**config.mk**
```make
export PLATFORM = sky130hd
export DESIGN_NAME = fetch
export DESIGN_NICKNAME = d
export VERILOG_FILES = /design/src/rtl/fetch.sv
export SDC_FILE = /design/constraint.sdc
export NUM_CORES = 1
export LEC_CHECK = 0
export ABC_AREA = 0
export CELL_PAD_IN_SITES_DETAIL_PLACEMENT = 1
export CELL_PAD_IN_SITES_GLOBAL_PLACEMENT = 1
export CORE_MARGIN = 1
export CORE_UTILIZATION = 36
export DETAILED_ROUTE_END_ITERATION = 8
export PLACE_DENSITY = 0.81
export SETUP_SLACK_MARGIN = 0.4
export SYNTH_ARGS = -nofsm -noshare
export SYNTH_HDL_FRONTEND = slang
export SYNTH_SLANG_ARGS = --single-unit
```
**constraint.sdc**
```tcl
create_clock -name clk -period 2.05 [get_ports clk]
set_clock_uncertainty 0.05 [all_clocks]
set_input_delay 0.41 -clock clk [delete_from_list [all_inputs] [get_ports clk]]
set_output_delay 0.41 -clock clk [all_outputs]
set_load 0.05 [all_outputs]
```
**src/rtl/fetch.sv**
```systemverilog
// Instruction fetch stage: owns the PC, keeps at most one instruction-memory
// read in flight, and feeds decode through the IF/ID register. A one-entry skid
// register catches a word that returns while decode is stalled. When no valid
// instruction is held, a NOP (16'h0800) is presented to decode.
module fetch (
  input  logic        clk,
  input  logic        rst,
  input  logic        stall,
  input  logic        redirect,
  input  logic [15:0] redirect_target,
  input  logic        halt,
  output logic        imem_req,
  output logic [15:0] imem_addr,
  input  logic        imem_ready,
  input  logic [15:0] imem_data,
  output logic [15:0] instruction,
  output logic [15:0] PC_2,
  output logic        if_valid,
  output logic        halted,
  output logic        err
);

  localparam logic [15:0] NOP = 16'h0800;

  typedef enum logic [1:0] {RUN, DRAIN, HALTED} state_t;

  state_t      state;
  logic [15:0] pc, addr_q;
  logic        outstanding, squash;
  logic        ifid_v, skid_v;
  logic [15:0] ifid_instr, ifid_pc2, skid_instr, skid_pc2;

  logic        take_halt, take_redir, can_issue, issue, odd_stop, done, accept;
  logic [15:0] req_addr, next_pc2;

  // Redirect and halt only count when decode actually consumes the IF/ID word;
  // halt wins when both are raised together.
  assign take_halt  = (state == RUN) & halt & ifid_v & ~stall;
  assign take_redir = (state == RUN) & redirect & ifid_v & ~stall & ~halt;

  // A new read may start only when nothing is in flight, the skid is empty and
  // the IF/ID word is leaving (or absent). An odd PC stops fetch instead.
  assign can_issue = (state == RUN) & ~outstanding & ~skid_v & ~(stall & ifid_v)
                     & ~take_halt & ~take_redir;
  assign issue     = can_issue & ~pc[0];
  assign odd_stop  = can_issue & pc[0];

  // Address is held from issue until completion so memory sees it stable.
  assign req_addr  = outstanding ? addr_q : pc;
  assign imem_req  = ~rst & (outstanding | issue);
  assign imem_addr = rst ? 16'h0000 : req_addr;
  assign done      = imem_req & imem_ready;
  assign next_pc2  = req_addr + 16'd2;

  // Returned word is kept only if it is still on the correct path.
  assign accept = done & ~squash & (state == RUN) & ~take_halt & ~take_redir;

  assign instruction = ifid_v ? ifid_instr : NOP;
  assign PC_2        = ifid_pc2;
  assign if_valid    = ifid_v;

  // Control FSM: run, drain a dropped access after halt, or stop for good.
  always_ff @(posedge clk) begin
    if (rst) begin
      state  <= RUN;
      halted <= 1'b0;
      err    <= 1'b0;
    end else begin
      case (state)
        RUN: begin
          if (take_halt) begin
            if (outstanding && !imem_ready) begin
              state <= DRAIN;
            end else begin
              state  <= HALTED;
              halted <= 1'b1;
            end
          end else if (odd_stop) begin
            state  <= HALTED;
            halted <= 1'b1;
            err    <= 1'b1;
          end
        end
        DRAIN: begin
          if (imem_ready) begin
            state  <= HALTED;
            halted <= 1'b1;
          end
        end
        HALTED:  state <= HALTED;
        default: state <= HALTED;
      endcase
    end
  end

  // Memory handshake bookkeeping and PC advance.
  always_ff @(posedge clk) begin
    if (rst) begin
      pc          <= 16'h0000;
      addr_q      <= 16'h0000;
      outstanding <= 1'b0;
      squash      <= 1'b0;
    end else begin
      if (issue) begin
        outstanding <= 1'b1;
        addr_q      <= pc;
      end
      if (done) begin
        outstanding <= 1'b0;
        squash      <= 1'b0;
      end
      if (accept) pc <= next_pc2;
      if (take_redir) begin
        pc <= redirect_target;
        // A wrong-path read still in flight must be thrown away on return.
        if (outstanding && !imem_ready) squash <= 1'b1;
      end
    end
  end

  // IF/ID register and skid: hold under stall, drain skid first, else take new word.
  always_ff @(posedge clk) begin
    if (rst) begin
      ifid_v     <= 1'b0;
      ifid_instr <= 16'h0000;
      ifid_pc2   <= 16'h0000;
      skid_v     <= 1'b0;
      skid_instr <= 16'h0000;
      skid_pc2   <= 16'h0000;
    end else if (take_halt || take_redir || odd_stop || state != RUN) begin
      ifid_v <= 1'b0;
      skid_v <= 1'b0;
    end else if (!stall || !ifid_v) begin
      if (skid_v) begin
        ifid_v     <= 1'b1;
        ifid_instr <= skid_instr;
        ifid_pc2   <= skid_pc2;
        skid_v     <= 1'b0;
      end else if (accept) begin
        ifid_v     <= 1'b1;
        ifid_instr <= imem_data;
        ifid_pc2   <= next_pc2;
      end else begin
        ifid_v <= 1'b0;
      end
    end else if (accept) begin
      skid_v     <= 1'b1;
      skid_instr <= imem_data;
      skid_pc2   <= next_pc2;
    end
  end

endmodule

```
### Word level (Yosys, flattened, before mapping)

Index checks and enable logic that the tools add are counted.
W data, S select, Z words.

| cells by class | value |
|---|---|
| add/subtract/negate cells | 1 |
| equality and inequality tests | 4 |
| muxes and demuxes | 23 |
| bitwise logic cells | 34 |
| reduce and logical (&&, ||, !) cells | 21 |

Operators with widths:

| cell | number |
|---|---|
| $mux W16 | 8 |
| $and A1 B1 Y1 | 21 |
| $add A16 B2 Y16 const B | 1 |
| $not A1 Y1 | 12 |
| $mux W1 | 9 |
| $reduce_and A3 Y1 | 3 |
| $mux W2 | 4 |
| $reduce_bool A2 Y1 | 4 |
| $ne A3 B3 Y1 const B | 2 |
| $logic_or A1 B1 Y1 | 4 |
| $pmux W2 S2 | 1 |
| $reduce_and A4 Y1 | 1 |
| $reduce_or A2 Y1 | 2 |
| $logic_not A1 Y1 | 3 |
| $reduce_or A3 Y1 | 1 |
| $eq A2 B1 Y1 const B | 1 |
| $logic_not A2 Y1 | 1 |
| $ne A2 B2 Y1 const B | 1 |
| $pmux W1 S2 | 1 |
| $reduce_and A2 Y1 | 1 |
| $logic_and A1 B1 Y1 | 1 |
| $or A1 B1 Y1 | 1 |

| word-level totals | value |
|---|---|
| register bits after elaboration | 104 |
| output and inout port bits | 52 |
| word-level logic and storage cells | 96 |

### Longest topological paths before layout

| logic depth | value |
|---|---|
| depth in word-level cells | 17 |
| mapped depth | 11 |
| depth with buffers taken out | 9 |

### Worst setup path after synthesis

OpenSTA, ideal clock, no wires.

| path | value |
|---|---|
| kind | register to output |
| from | register outstanding |
| to | output imem_addr[0] |
| arrival | 1746 ps |
| data required time | 1590 ps |
| slack | -156 ps |
| cell stages (with the launch flop) | 7 |
| path buffers | 4 |
| cell sequence | dfxtp_1 buf_6 buf_6 buf_6 buf_2 mux2i_1 nor2_1 |

| on the way | value |
|---|---|
| word-level cells in the longest chain between the ends | 2 |

RTL lines:

| what | RTL line | source |
|---|---|---|
| start, declared | 29 | `logic outstanding, squash;` |
| start signal, assigned | 101 | `outstanding <= 1'b0;` |
| start signal, assigned | 105 | `outstanding <= 1'b1;` |
| start signal, assigned | 109 | `outstanding <= 1'b0;` |
| $mux W16 | 49 | `assign req_addr = outstanding ? addr_q : pc;` |
| $mux W16 | 51 | `assign imem_addr = rst ? 16'h0000 : req_addr;` |
| end, declared | 13 | `output logic [15:0] imem_addr,` |

Every way passes these cells.

### Worst setup path in the final report

| path | value |
|---|---|
| from | register outstanding |
| to | register pc[13] |

| on the way | value |
|---|---|
| word-level cells in the longest chain between the ends | 15 |
| elaborated cells on any way between the ends | 19 |

RTL lines:

| what | RTL line | source |
|---|---|---|
| $not A1 Y1 | 43 | `assign can_issue = (state == RUN) & ~outstanding & ~skid_v & ~(stall & ifid_v)` |
| $and A1 B1 Y1 (3 in a row) | 43 |  |
| $and A1 B1 Y1 (2 in a row) | 44 | `& ~take_halt & ~take_redir;` |
| $and A1 B1 Y1 | 45 | `assign issue = can_issue & ~pc[0];` |
| $or A1 B1 Y1 | 50 | `assign imem_req = ~rst & (outstanding \| issue);` |
| $and A1 B1 Y1 | 50 |  |
| $and A1 B1 Y1 | 52 | `assign done = imem_req & imem_ready;` |
| $and A1 B1 Y1 (4 in a row) | 56 | `assign accept = done & ~squash & (state == RUN) & ~take_halt & ~take_redir;` |
| $reduce_bool A2 Y1 (no line) | n/a |  |
| end signal, assigned | 112 | `if (accept) pc <= next_pc2;` |
| end signal, assigned | 114 | `pc <= redirect_target;` |
| end, declared | 28 | `logic [15:0] pc, addr_q;` |

Several ways; a longest one is shown, not always the timed one. The select of a mux whose other input is x is not followed.
A chain may end at the register's enable or synchronous reset.

==> flow_summary.toml <==
[status]
status = "finished, violations left"
violations = "setup timing"

[timing]
period_share_pct = 121
setup_viol = 94
worst_slew_pin_slew_ns = 0.667
fin_hold_ws_ns = 0.437
finalHoldViolCount = 0
drv_slew = 0
relSlewSlack_pct = 55.1
min_period_ns = 2.48
rsz0062_at_grt = "true"
max_freq_ghz = 0.403
setup_slack_ns = -0.434
setup_tns_ns = -17.40

[critical_path]
crit_path_frequent_cell = "buf_4"
worstPathArrival_ns = 2.72
end_kind = "register"
criticalPathCategory = "register to register"
cp_cell_sequence = "mux2i_4 -> inv_2 -> ha_4 -> nand4b_1 -> a21oi_4 -> buf_4 -> nand3_2 -> xor2_2 -> buf_4 -> nand2_2 -> a211oi_2"
startpoint_type = "register"
max_stage_delay_ns = 0.40
crit_fanout = 5
crit_slowest_cell = "dfxtp_4"
crit_required_ns = 2.29

[place]
dp_hpwl_mm = 11.5
dp.cells = 887
place_ws_ns = -0.453
port_buffers = 89
place.gp.congestion = 0.796
dpl_cell_area_mm2 = 0.00680

[routing]
postRouteAntennaNets = 0
drt-total-wl_mm = 29.8
vias_per_cell = 6.00
num_vias = 5991
avgRoutedWirePerCell_um = 29.8
drt_iter0_markers = 508
first_pass_iters = 5
drc = 0

[power]
p_leak_nw = 3.44
powerDensity_mw_per_mm2 = 760
p_total_mw = 7.12
ir_drop_mv = 0.861

[logic_synthesis]
synth_nets = 630
synth_area_leaders = "dfxtp_1, mux2i_1, nand2_1, nor2_1, a21oi_1"
synth_top_flop_cell = "dfxtp_1"
ys_seq_elements = 104
synth-seq-area-share_pct = 40.9
yosys-top-cells-count = "dfxtp_1, nand2_1, nor2_1, a21oi_1, mux2i_1"
synthesis.instances = 591
ys_types = 54
syn_avg_cell_area_um2 = 8.61
syn_area_mm2 = 0.00509
yosys.area.top_type_share_pct = 40.9
ys_warn_count = 0
yosysTopAreaCell = "dfxtp_1"
synth-edff-count = 0
synthArstFlopShare_pct = 0

[die]
dieArea_mm2 = 0.0146
num_rows = 43
initial_core_util_pct = 36.8
die_y_um = 121
core-area_mm2 = 0.0138
die_x_um = 121
pin_count = 90

[final_layout]
multi_input_area_mm2 = 0.00376
final_area_mm2 = 0.00938
layout-drive-gt1-share_pct = 54.1
final_cells = 999
diodes = 0
register_area_mm2 = 0.00209
final_nets = 853
final_util_pct = 67.8
syn_to_final_growth_pct = 84.2
nFillCells = 1399

[cts]
numCtsBuffers = 9
cts_buffer_depth = 2
cts_num_sinks = 104
clockRootBuffer = "clkbuf_16"
cts_tree = "yes"
clk_latency_ns = 0.39
htreeDepth = 3
path_clk_slew_ns = 0.07

[global_route]
grt_overflow_total = 0
antenna_found_initial = 0
grt_pass1_vias = 5952
grt_max_degree = 76
grt_first_pass_wirelength_mm = 35.5
grt_util_all_layers_pct = 32.7

[flow_run]
maxCapViolations = 0

[min_path]
hp-class = "register to register"
-- path summary, 6_finish.rpt --
| path | startpoint | end | slack (ns) | cells after the start |
|---|---|---|---|---|
| max reg2reg | outstanding | pc[13] | -0.43 | 11 |
| max | outstanding | pc[13] | -0.43 | 11 |
| min reg2reg | skid_instr[10] | skid_instr[10] | 0.44 | 2 |
| min | skid_instr[10] | skid_instr[10] | 0.44 | 2 |
-- logic make-up (layout without fill, tap and decap cells) --
kind of cell	Yosys count	after routing	share of synthesized area, %
buffers and inverters	51	279	4.96
multiplexers	53	53	11.2
XOR/XNOR	12	12	2.06
flip-flops	104	104	40.9
AO/OA/AOI/OAI	121	121	18.0
AND/OR/NAND/NOR	249	249	22.6
adder cells (fa/ha/maj)	1	1	0.246
-- final cells by class --
type	count	area share [%]
clock inverter	6	0.480
multi-input combinational	436	40.1
timing repair buffer	258	32.1
sequential	104	22.3
inverter	5	0.200
clock buffer	10	2.44
tap	180	2.40
-- timing repair --
| item | in CTS | in global routing |
|---|---|---|
| gates resized for setup | 194 | 149 |
| gates cloned | 11 | 4 |
| pin swaps | 30 | 45 |
| setup endpoints to repair | 150 | 137 |
| hold buffers | 0 | 0 |
| setup buffers | 32 | 49 |
-- cell usage in the layout, fill, tap and decap left out, types with 15 or more instances in the layout --
cell and instances:
clkdlybuf4s15_2 15, nor2_1 63, buf_6 43, nand2_1 80, dfxtp_1 102, buf_8 27
and2_4 15, a21oi_1 16, mux2i_1 33, clkdlybuf4s50_1 33, a21oi_2 34, nor2_4 17
nand2_2 22, buf_12 23, buf_4 99, mux2i_4 17, a211oi_2 32
-- sequential cells by signal (all words and copies together) (netlist names), 2 cells and up --
name        flops
ifid_instr     16
skid_instr     16
state           2
skid_pc2       16
PC_2           16
addr_q         16
pc             16
-- worst max-delay path, delay by kind of cell (launching register included) --
family          cells  cell delay [ns]
compound gates      2             0.57
xor+xnor            1             0.24
fa+ha+maj           1             0.15
buf+inv             3             0.42
flops               1             0.40
mux                 1             0.21
simple gates        3             0.36
-- metal layers --
metal	part of all wire, %	routed length (µm)	vias up	GRT usage, %
met5	0	0	-	0
met4	6.9	2040	0	18.8
met3	7.1	2130	139	6.16
met2	49	14700	359	56.1
met1	37	10900	2988	38.0
li1	-	-	2505	-
-- power by group --
group	internal [mW]	leakage, nW	switching (mW)
Combinational	1.44	2.47	1.59
Clock	0.834	0.133	0.930
Sequential	2.17	0.843	0.164
Total	4.44	3.44	2.68
Note: power is estimated with default switching activity, not from simulation.
